<file path="src/rtl/dilithium_pkg.sv">
// Shared types and constants for the SHAKE256 core arbiter and its requesters.
package dilithium_pkg;

  // Arbiter control states
  typedef enum logic [1:0] {
    IDLE  = 2'd0,
    FLUSH = 2'd1,
    BUSY  = 2'd2
  } arb_state_t;

  // Requester slots on the shared SHAKE256 core
  localparam int REQ_EXPANDA      = 0;
  localparam int REQ_EXPANDS      = 1;
  localparam int REQ_EXPANDMASK   = 2;
  localparam int REQ_SAMPLEINBALL = 3;
  localparam int NUM_SAMPLERS     = 4;

  // Modular add for ring indices; base and off are both below n
  function automatic int wrap_add(input int base, input int off, input int n);
    int s;
    s = base + off;
    if (s >= n) s = s - n;
    return s;
  endfunction

endpackage

</file>
<file path="src/rtl/shake_arbiter_rr_pick.sv">
// Round-robin pick: first set request at or after the pointer, wrapping.
module rr_pick
  import dilithium_pkg::*;
#(
  parameter int NREQ  = 4,
  parameter int IDX_W = (NREQ > 1) ? $clog2(NREQ) : 1
) (
  input  logic [NREQ-1:0]  req,
  input  logic [IDX_W-1:0] rr_ptr,
  output logic [NREQ-1:0]  winner,
  output logic [IDX_W-1:0] winner_idx,
  output logic             any
);

  // Scan the request ring starting at the pointer; first hit wins
  always_comb begin
    logic [IDX_W-1:0] cand;
    winner     = '0;
    winner_idx = '0;
    any        = 1'b0;
    cand       = '0;
    for (int k = 0; k < NREQ; k++) begin
      cand = IDX_W'(wrap_add(int'(rr_ptr), k, NREQ));
      if (!any && req[cand]) begin
        any          = 1'b1;
        winner[cand] = 1'b1;
        winner_idx   = cand;
      end
    end
  end

endmodule

</file>
<file path="src/rtl/shake_arbiter.sv">
// Shares one SHAKE256 core among NREQ samplers. Round-robin grant held for a
// whole transaction; each new grant gets a one-cycle core flush before the
// owner's stream is connected.
module shake_arbiter
  import dilithium_pkg::*;
#(
  parameter int NREQ          = 4,
  parameter int DATA_IN_BITS  = 64,
  parameter int DATA_OUT_BITS = 64,
  parameter int LEN_W         = $clog2(DATA_IN_BITS) + 1
) (
  input  logic                         clk,
  input  logic                         rst_n,
  input  logic [NREQ-1:0]              req,
  output logic [NREQ-1:0]              grant,
  input  logic [NREQ-1:0]              r_force_reset,
  input  logic [NREQ*DATA_IN_BITS-1:0] r_data_in,
  input  logic [NREQ-1:0]              r_in_valid,
  input  logic [NREQ-1:0]              r_in_last,
  input  logic [NREQ*LEN_W-1:0]        r_last_len,
  input  logic [NREQ-1:0]              r_out_ready,
  output logic [NREQ-1:0]              r_in_ready,
  output logic [NREQ-1:0]              r_out_valid,
  output logic [DATA_OUT_BITS-1:0]     r_data_out,
  output logic                         core_force_reset,
  output logic [DATA_IN_BITS-1:0]      core_data_in,
  output logic                         core_in_valid,
  output logic                         core_in_last,
  output logic [LEN_W-1:0]             core_last_len,
  output logic                         core_out_ready,
  input  logic [DATA_OUT_BITS-1:0]     core_data_out,
  input  logic                         core_out_valid,
  input  logic                         core_in_ready
);

  localparam int IDX_W = (NREQ > 1) ? $clog2(NREQ) : 1;

  arb_state_t       state;
  logic [IDX_W-1:0] owner;
  logic [IDX_W-1:0] rr_ptr;

  logic [NREQ-1:0]  pick_onehot;
  logic [IDX_W-1:0] pick_idx;
  logic             pick_any;

  logic             owner_req;
  logic             connected;

  logic [DATA_IN_BITS-1:0] data_arr [NREQ];
  logic [LEN_W-1:0]        len_arr  [NREQ];

  for (genvar i = 0; i < NREQ; i++) begin : g_unpack
    assign data_arr[i] = r_data_in[i*DATA_IN_BITS +: DATA_IN_BITS];
    assign len_arr[i]  = r_last_len[i*LEN_W +: LEN_W];
  end

  rr_pick #(
    .NREQ  (NREQ),
    .IDX_W (IDX_W)
  ) u_pick (
    .req        (req),
    .rr_ptr     (rr_ptr),
    .winner     (pick_onehot),
    .winner_idx (pick_idx),
    .any        (pick_any)
  );

  // A drop of the owner's request disconnects it in that same cycle
  assign owner_req = req[owner];
  assign connected = (state == BUSY) && owner_req;

  // Arbitration FSM: owner, grant and round-robin pointer
  always_ff @(posedge clk or negedge rst_n) begin
    if (!rst_n) begin
      state  <= IDLE;
      grant  <= '0;
      owner  <= '0;
      rr_ptr <= '0;
    end else begin
      case (state)
        IDLE: begin
          if (pick_any) begin
            owner  <= pick_idx;
            grant  <= pick_onehot;
            rr_ptr <= IDX_W'(wrap_add(int'(pick_idx), 1, NREQ));
            state  <= FLUSH;
          end
        end
        FLUSH: begin
          if (owner_req) begin
            state <= BUSY;
          end else begin
            state <= IDLE;
            grant <= '0;
          end
        end
        BUSY: begin
          if (!owner_req) begin
            state <= IDLE;
            grant <= '0;
          end
        end
        default: begin
          state <= IDLE;
          grant <= '0;
        end
      endcase
    end
  end

  // Owner-indexed stream mux; everything blanked outside a live BUSY cycle
  always_comb begin
    core_force_reset = 1'b0;
    core_data_in     = '0;
    core_in_valid    = 1'b0;
    core_in_last     = 1'b0;
    core_last_len    = '0;
    core_out_ready   = 1'b0;
    r_in_ready       = '0;
    r_out_valid      = '0;
    r_data_out       = '0;
    if (state == FLUSH) begin
      core_force_reset = 1'b1;
    end else if (connected) begin
      core_force_reset   = r_force_reset[owner];
      core_data_in       = data_arr[owner];
      core_in_valid      = r_in_valid[owner];
      core_in_last       = r_in_last[owner];
      core_last_len      = len_arr[owner];
      core_out_ready     = r_out_ready[owner];
      r_in_ready[owner]  = core_in_ready;
      r_out_valid[owner] = core_out_valid;
      r_data_out         = core_data_out;
    end
  end

endmodule

</file>
<file path="config.mk">
export PLATFORM = sky130hd
export DESIGN_NAME = shake_arbiter
export DESIGN_NICKNAME = d
export VERILOG_FILES = /design/src/rtl/dilithium_pkg.sv /design/src/rtl/shake_arbiter_rr_pick.sv /design/src/rtl/shake_arbiter.sv
export SDC_FILE = /design/constraint.sdc
export NUM_CORES = 1
export LEC_CHECK = 0
export BUFFER_PORTS_ARGS = -buffer_cell sky130_fd_sc_hd__buf_2
export CAP_MARGIN = 15
export CORE_AREA = 2 2 205 207
export CTS_BUF_LIST = sky130_fd_sc_hd__clkbuf_8
export DETAILED_ROUTE_END_ITERATION = 8
export DIE_AREA = 0 0 207 209
export PLACE_DENSITY_LB_ADDON = 0.05
export REMOVE_ABC_BUFFERS = 1
export SLEW_MARGIN = 20
export SYNTH_ARGS = -nofsm -noshare
export SYNTH_HDL_FRONTEND = slang
export SYNTH_SLANG_ARGS = --single-unit
</file>
<file path="constraint.sdc">
create_clock -name clk -period 3 [get_ports clk]
set_input_delay 0.6 -clock clk [delete_from_list [all_inputs] [get_ports clk]]
set_output_delay 0.6 -clock clk [all_outputs]
set_load 0.05 [all_outputs]
</file>
After elaboration in Yosys (flattened, before gate mapping)
Cells that the tools add are included.
- bits in registers: 10
- input port bits: 372
- output and inout port bits: 151
- word-level logic and storage cells: 133
- add/subtract/negate cells: 9
- order comparisons: 16
- equality and inequality tests: 5
- multiplexer cells: 76
- bitwise logic cells: 6
- reductions and logical operators: 17
- operators by type and width (cell ; number):
    2-to-1 mux 64 bit ; 6
    binary-select mux 64 bit (select 2 bit) ; 1
    2-to-1 mux 4 bit ; 10
    2-to-1 mux 7 bit ; 4
    2-to-1 mux 1 bit ; 26
    2-to-1 mux 2 bit ; 12
    binary-select mux 1 bit (select 2 bit) ; 9
    >= comparator 3 bit (second input constant) ; 5
    < comparator 2 x 3 -> 1 bit (second input constant) ; 5
    binary-select mux 7 bit (select 2 bit) ; 1
    OR 4 bit ; 3
    demux 1 bit (select 2 bit) ; 5
    >= comparator 2 x 1 -> 1 bit (second input constant) ; 5
    subtractor 2 x 1 -> 2 bit (second input constant) ; 5
    logical AND 1 bit ; 9
    bitwise AND 4 bit ; 2
    case mux 4 bit (2 select lines) ; 1
    adder 2 x 1 -> 3 bit (second input constant) ; 2
    adder 2 x 2 -> 3 bit (second input constant) ; 2
    != test 2 bit (second input constant) ; 3
    case mux 2 bit (3 select lines) ; 1
    AND reduction 2 bit ; 3
    >= comparator 2 x 3 -> 1 bit (second input constant) ; 1
    logical NOT 1 bit ; 3
    other kinds (5) ; 5

Longest topological paths before layout
- depth after elaboration: 17
- gate-level depth with buffers: 9
- mapped depth without buffers: 7

Hierarchy
From an unflattened synthesis, not the netlist that was laid out.
- cells, all modules: 369
- area, all modules: 3836.2 um2
- by module, submodules not included (module ; times used ; cells each ; area each (um2) ; seq. area each (um2)):
    shake_arbiter ; 1 ; 324 ; 3417.0 ; 250.2
    rr_pick ; 1 ; 45 ; 419.2 ; 0.0

Worst setup path before layout
No wires, ideal clock.
- path type: register to output
- start: reg owner[0]
- end: out r_in_ready[0]
- arrival: 2.925 ns
- slack: -0.525 ns
- stages on the path, launching flop included: 6
- buffers on the path: 1
- path through: dfrtp_1 > buf_2 > mux4_2 > nand2_1 > or2_2 > nor4b_1
- longest elaborated chain between the ends: 7
- RTL lines (item ; line ; source):
    from (decl) ; shake_arbiter.sv:39 ; logic [IDX_W-1:0] owner;
    from (signal assigned) ; shake_arbiter.sv:83 ; owner <= pick_idx;
    < comparator 2 x 3 -> 1 bit (implied by the code) or >= comparator 2 x 1 -> 1 bit (tied branches) ; shake_arbiter.sv:131 ; r_in_ready[owner] = core_in_ready;
    logical AND 1 bit (implied by the code) ; shake_arbiter.sv:131 ;
    2-to-1 mux 1 bit (implied by the code) ; shake_arbiter.sv:131 ;
    demux 1 bit (select 2 bit) ; shake_arbiter.sv:131 ;
    bitwise AND 4 bit (no line) ; - ;
    2-to-1 mux 4 bit (*) ; shake_arbiter.sv:124 ; end else if (connected) begin
    2-to-1 mux 4 bit (*) ; shake_arbiter.sv:122 ; if (state == FLUSH) begin
    to (decl) ; shake_arbiter.sv:22 ; output logic [NREQ-1:0] r_in_ready,
Mark *: on every way between the ends. The rest lies on a longest branch, timed or not. The select of a mux whose other input is x is not followed.

Final worst setup path
- start: reg owner[0]
- end: out r_data_out[29]
- longest elaborated chain between the ends: 5
- RTL lines (item ; line ; source):
    binary-select mux 1 bit (select 2 bit) ; shake_arbiter.sv:69 ; assign owner_req = req[owner];
    2-to-1 mux 1 bit (implied by the code) ; shake_arbiter.sv:69 ;
    logical AND 1 bit ; shake_arbiter.sv:70 ; assign connected = (state == BUSY) && owner_req;
    2-to-1 mux 64 bit ; shake_arbiter.sv:124 ;
    2-to-1 mux 64 bit ; shake_arbiter.sv:122 ;
    to (decl) ; shake_arbiter.sv:24 ; output logic [DATA_OUT_BITS-1:0] r_data_out,
No other way between the ends. The select of a mux whose other input is x is not followed.

==> run metrics <==
die area=between 40000 and 50000 µm²; fraction of layout cells with a size suffix above 1=between 70% and 80%; Crit path largest cell delay=slightly above 0.5 ns; DP Wirelength=about 28 mm; share of power burned in registers=5.2%; post-synthesis sequential area ratio=6.653%; io pins=523; row count=75; count of final hold-check violations=0; Distinct cells, synth=slightly above 40; largest fanout on the critical path=52; global-route usage over all layers=14.20%; post-route cell area=7541 µm²; highest clock rate=345.6 MHz; Crit path required time=roughly 2.4 ns; fin crit period=2.894 ns; clock skew=0.004991 ns; Initial Util=9.109%; initial antenna violation count=15; H-Tree Depth=1; vias per inst=3.684; Critical Path Most Common Cell=buf_12; insertion delay to the later sink of the worst-skew pair=between 0.2 and 0.25 ns; Crit-path slowest cell=dfrtp_4; outcome=complete, no violations; placed cell areas=between 7000 and 8000 µm²; layout overhead on the synthesized area=100.5%; Static Leak=3.849 nW; syn_area_per_cell=10.54 µm²; CTS Buffer Depth=2; Cells after Synth=357; MaxCap Viol Count=0; unrepaired setup endpoints after global routing=no; drt drc=0; Initial DRC Count=308; VDD IR max=approximately 490 µV; total gr overflow=0; Worst-path clk slew=0.06 ns; Detailed Routing Iterations Pass 1=4; Synth Register Bits=10; final WL=32.69 mm; Worst slew margin=~63%; chip height=209 µm; Final period util=between 90 and 100%; Crit Path Category=flip-flop to output port; wire length per cell=23.14 µm; Synth Warn #=0; clock share of power=3.7%; Internal=2.341 mW; Core ar.=41290 µm²; first-pass GRT wire length=44.09 mm; Pwr per Cell Area=638.4 nW/µm²; NumNets Final=~1300; hold crit path type=input port to asynchronous set/reset pin; logic gate share of total power=91.1%; largest net degree at the start of global routing=84; Sw Share=between 50% and 60%; setup TNS=0 ns; vias in the first global route=5452; Die Wd=around 210 µm; worst hold slack=roughly 0.23 ns; Slew Limit Fails=0; endpoints failing setup=0; crit-path cells=mux4_2, nand2_1, nor2_4, buf_12, buf_12, and2_1, buf_2; top_reg_cell synth=dfrtp_1; # port buffers=522; worst-margin pin slew=~0.56 ns; Worst setup EP type=output port; mapped cell area=3761 µm²; CTS root buffer=clkbuf_8; asr flop ratio synth=100.0%; crit path DAT=2.29 ns; CTS tree=done; Placer Congestion=0.7900; antenna-violating nets left=0; number of enable flip-flop cells after synthesis=0; Critical Path Source Type=flip-flop; Clock Sinks=10; DR vias=5205; Psw=about 2.5 mW; CTS Buf Count=3
[path summary, 6_finish.rpt]
kind,start,to,slack (ns),cells past startpoint
min,rst_n,rr_ptr[0],0.23,1
min reg2reg,grant[0],grant[0],0.49,1
max in group asynchronous,rst_n,owner[0],2.53,1
max reg2reg,rr_ptr[0],owner[0],0.48,7
min in group clk,grant[0],grant[0],0.49,1
max,owner[0],r_data_out[29],0.11,7
[Yosys cell counts, types with 3 or more instances]
cell type,instances,area [µm²]
dfrtp_1,10,250.2
a221o_2,4,45.04
a21oi_1,4,20.02
clkbuf_1,26,97.59
ha_1,11,137.6
a22oi_1,4,30.03
nor2_1,5,18.77
buf_2,3,15.01
nand2_1,15,56.30
and2_1,138,863.3
mux4_2,80,1802
buf_1,6,22.52
inv_1,10,37.54
o2bb2ai_1,4,35.03
nor3_1,3,15.01
[cells by family (layout without fill, tap and decap cells)]
family	Yosys count	after routing	share of synthesized area (%)
AOI/OAI and AO/OA	28	28	6.986
adders and majority gates	11	11	3.659
buffers and inverters	48	560	5.189
DFF	10	10	6.653
muxes	83	83	48.84
other	0	5	0
and+or+nand+nor	177	177	28.68
[repair_timing]
item | 4_1_cts | 5_1_grt
hold buffers | 0 | 0
setup buffers | 0 | 1
endpoints found under the setup margin | 0 | 62
resized for setup | 0 | 3
[cell usage in the layout, fill, tap and decap left out, types with 2 or more instances in the layout]
| cell type | n |
|---|---|
| mux2i_1 | 2 |
| o21ai_0 | 2 |
| nand3b_1 | 2 |
| nor2_1 | 4 |
| a221o_2 | 4 |
| a21oi_1 | 4 |
| nand2_1 | 15 |
| buf_2 | 504 |
| nor3b_1 | 2 |
| nand3_1 | 2 |
| mux4_2 | 80 |
| and2_1 | 138 |
| clkbuf_16 | 2 |
| clkbuf_8 | 4 |
| inv_1 | 10 |
| nand2b_1 | 2 |
| ha_1 | 11 |
| buf_12 | 23 |
| dfrtp_4 | 2 |
| nor3_1 | 3 |
| nor2b_2 | 2 |
| dfrtp_1 | 8 |
| nor4b_1 | 2 |
| o2bb2ai_1 | 4 |
| a22oi_1 | 4 |
| buf_4 | 13 |
| diode_2 | 5 |
[through the flow]
| step | std cells | utilization (%) | setup WS, ns | power, mW |
|---|---|---|---|---|
| final | 1413 | 18.26 | 0.1062 | 4.814 |
| after global routing | 1410 | 18.25 | 0.002686 | 5.208 |
| after CTS | 1405 | 18.03 | 0.05413 | 4.856 |
| after detailed placement | 1401 | 17.90 | 0.2385 | 4.656 |
| after global placement | 1401 | 17.90 | 0.2452 | 4.738 |
| after floorplan | 320 | - | -5.758 | 3.354 |
[worst max-delay path: cells and delay by family, from the launching register on]
kind	cells	cell delay, ns
buffers and inverters	3	0.62
flip-flops	1	0.51
AND/OR/NAND/NOR	3	0.49
multiplexers	1	0.39
[routing by layer]
layer	global-route usage, %	share of wire, %	routed length (µm)
met1	15.59	37	12100
met2	27.07	54	17730
met3	3.351	5.8	1908
met4	3.818	2.7	881
met5	0	0.21	68
[power groups by stage]
stage	clock network, mW	registers (mW)	logic [mW]
after floorplan	0	0.661	2.69
after CTS	0.187	0.251	4.42
after detailed placement	0	0.250	4.41
final	0.180	0.248	4.39
after global routing	0.194	0.255	4.76
after global placement	0	0.253	4.48
[sequential cells by signal, indices dropped and copies added, names as in the netlist]
signal / count
owner: 2
grant: 4
state: 2
rr_ptr: 2
[area by class of cell]
cell class | instances | area [µm²]
inverters | 11 | 41.29
well taps | 539 | 674.4
multi-input cells | 299 | 3323
diodes | 5 | 12.51
clock buffers | 4 | 55.05
repair buffers | 545 | 3177
fillers | 4797 | 33750
flip-flops and latches | 10 | 257.7
(Power assumes the default switching activity.)
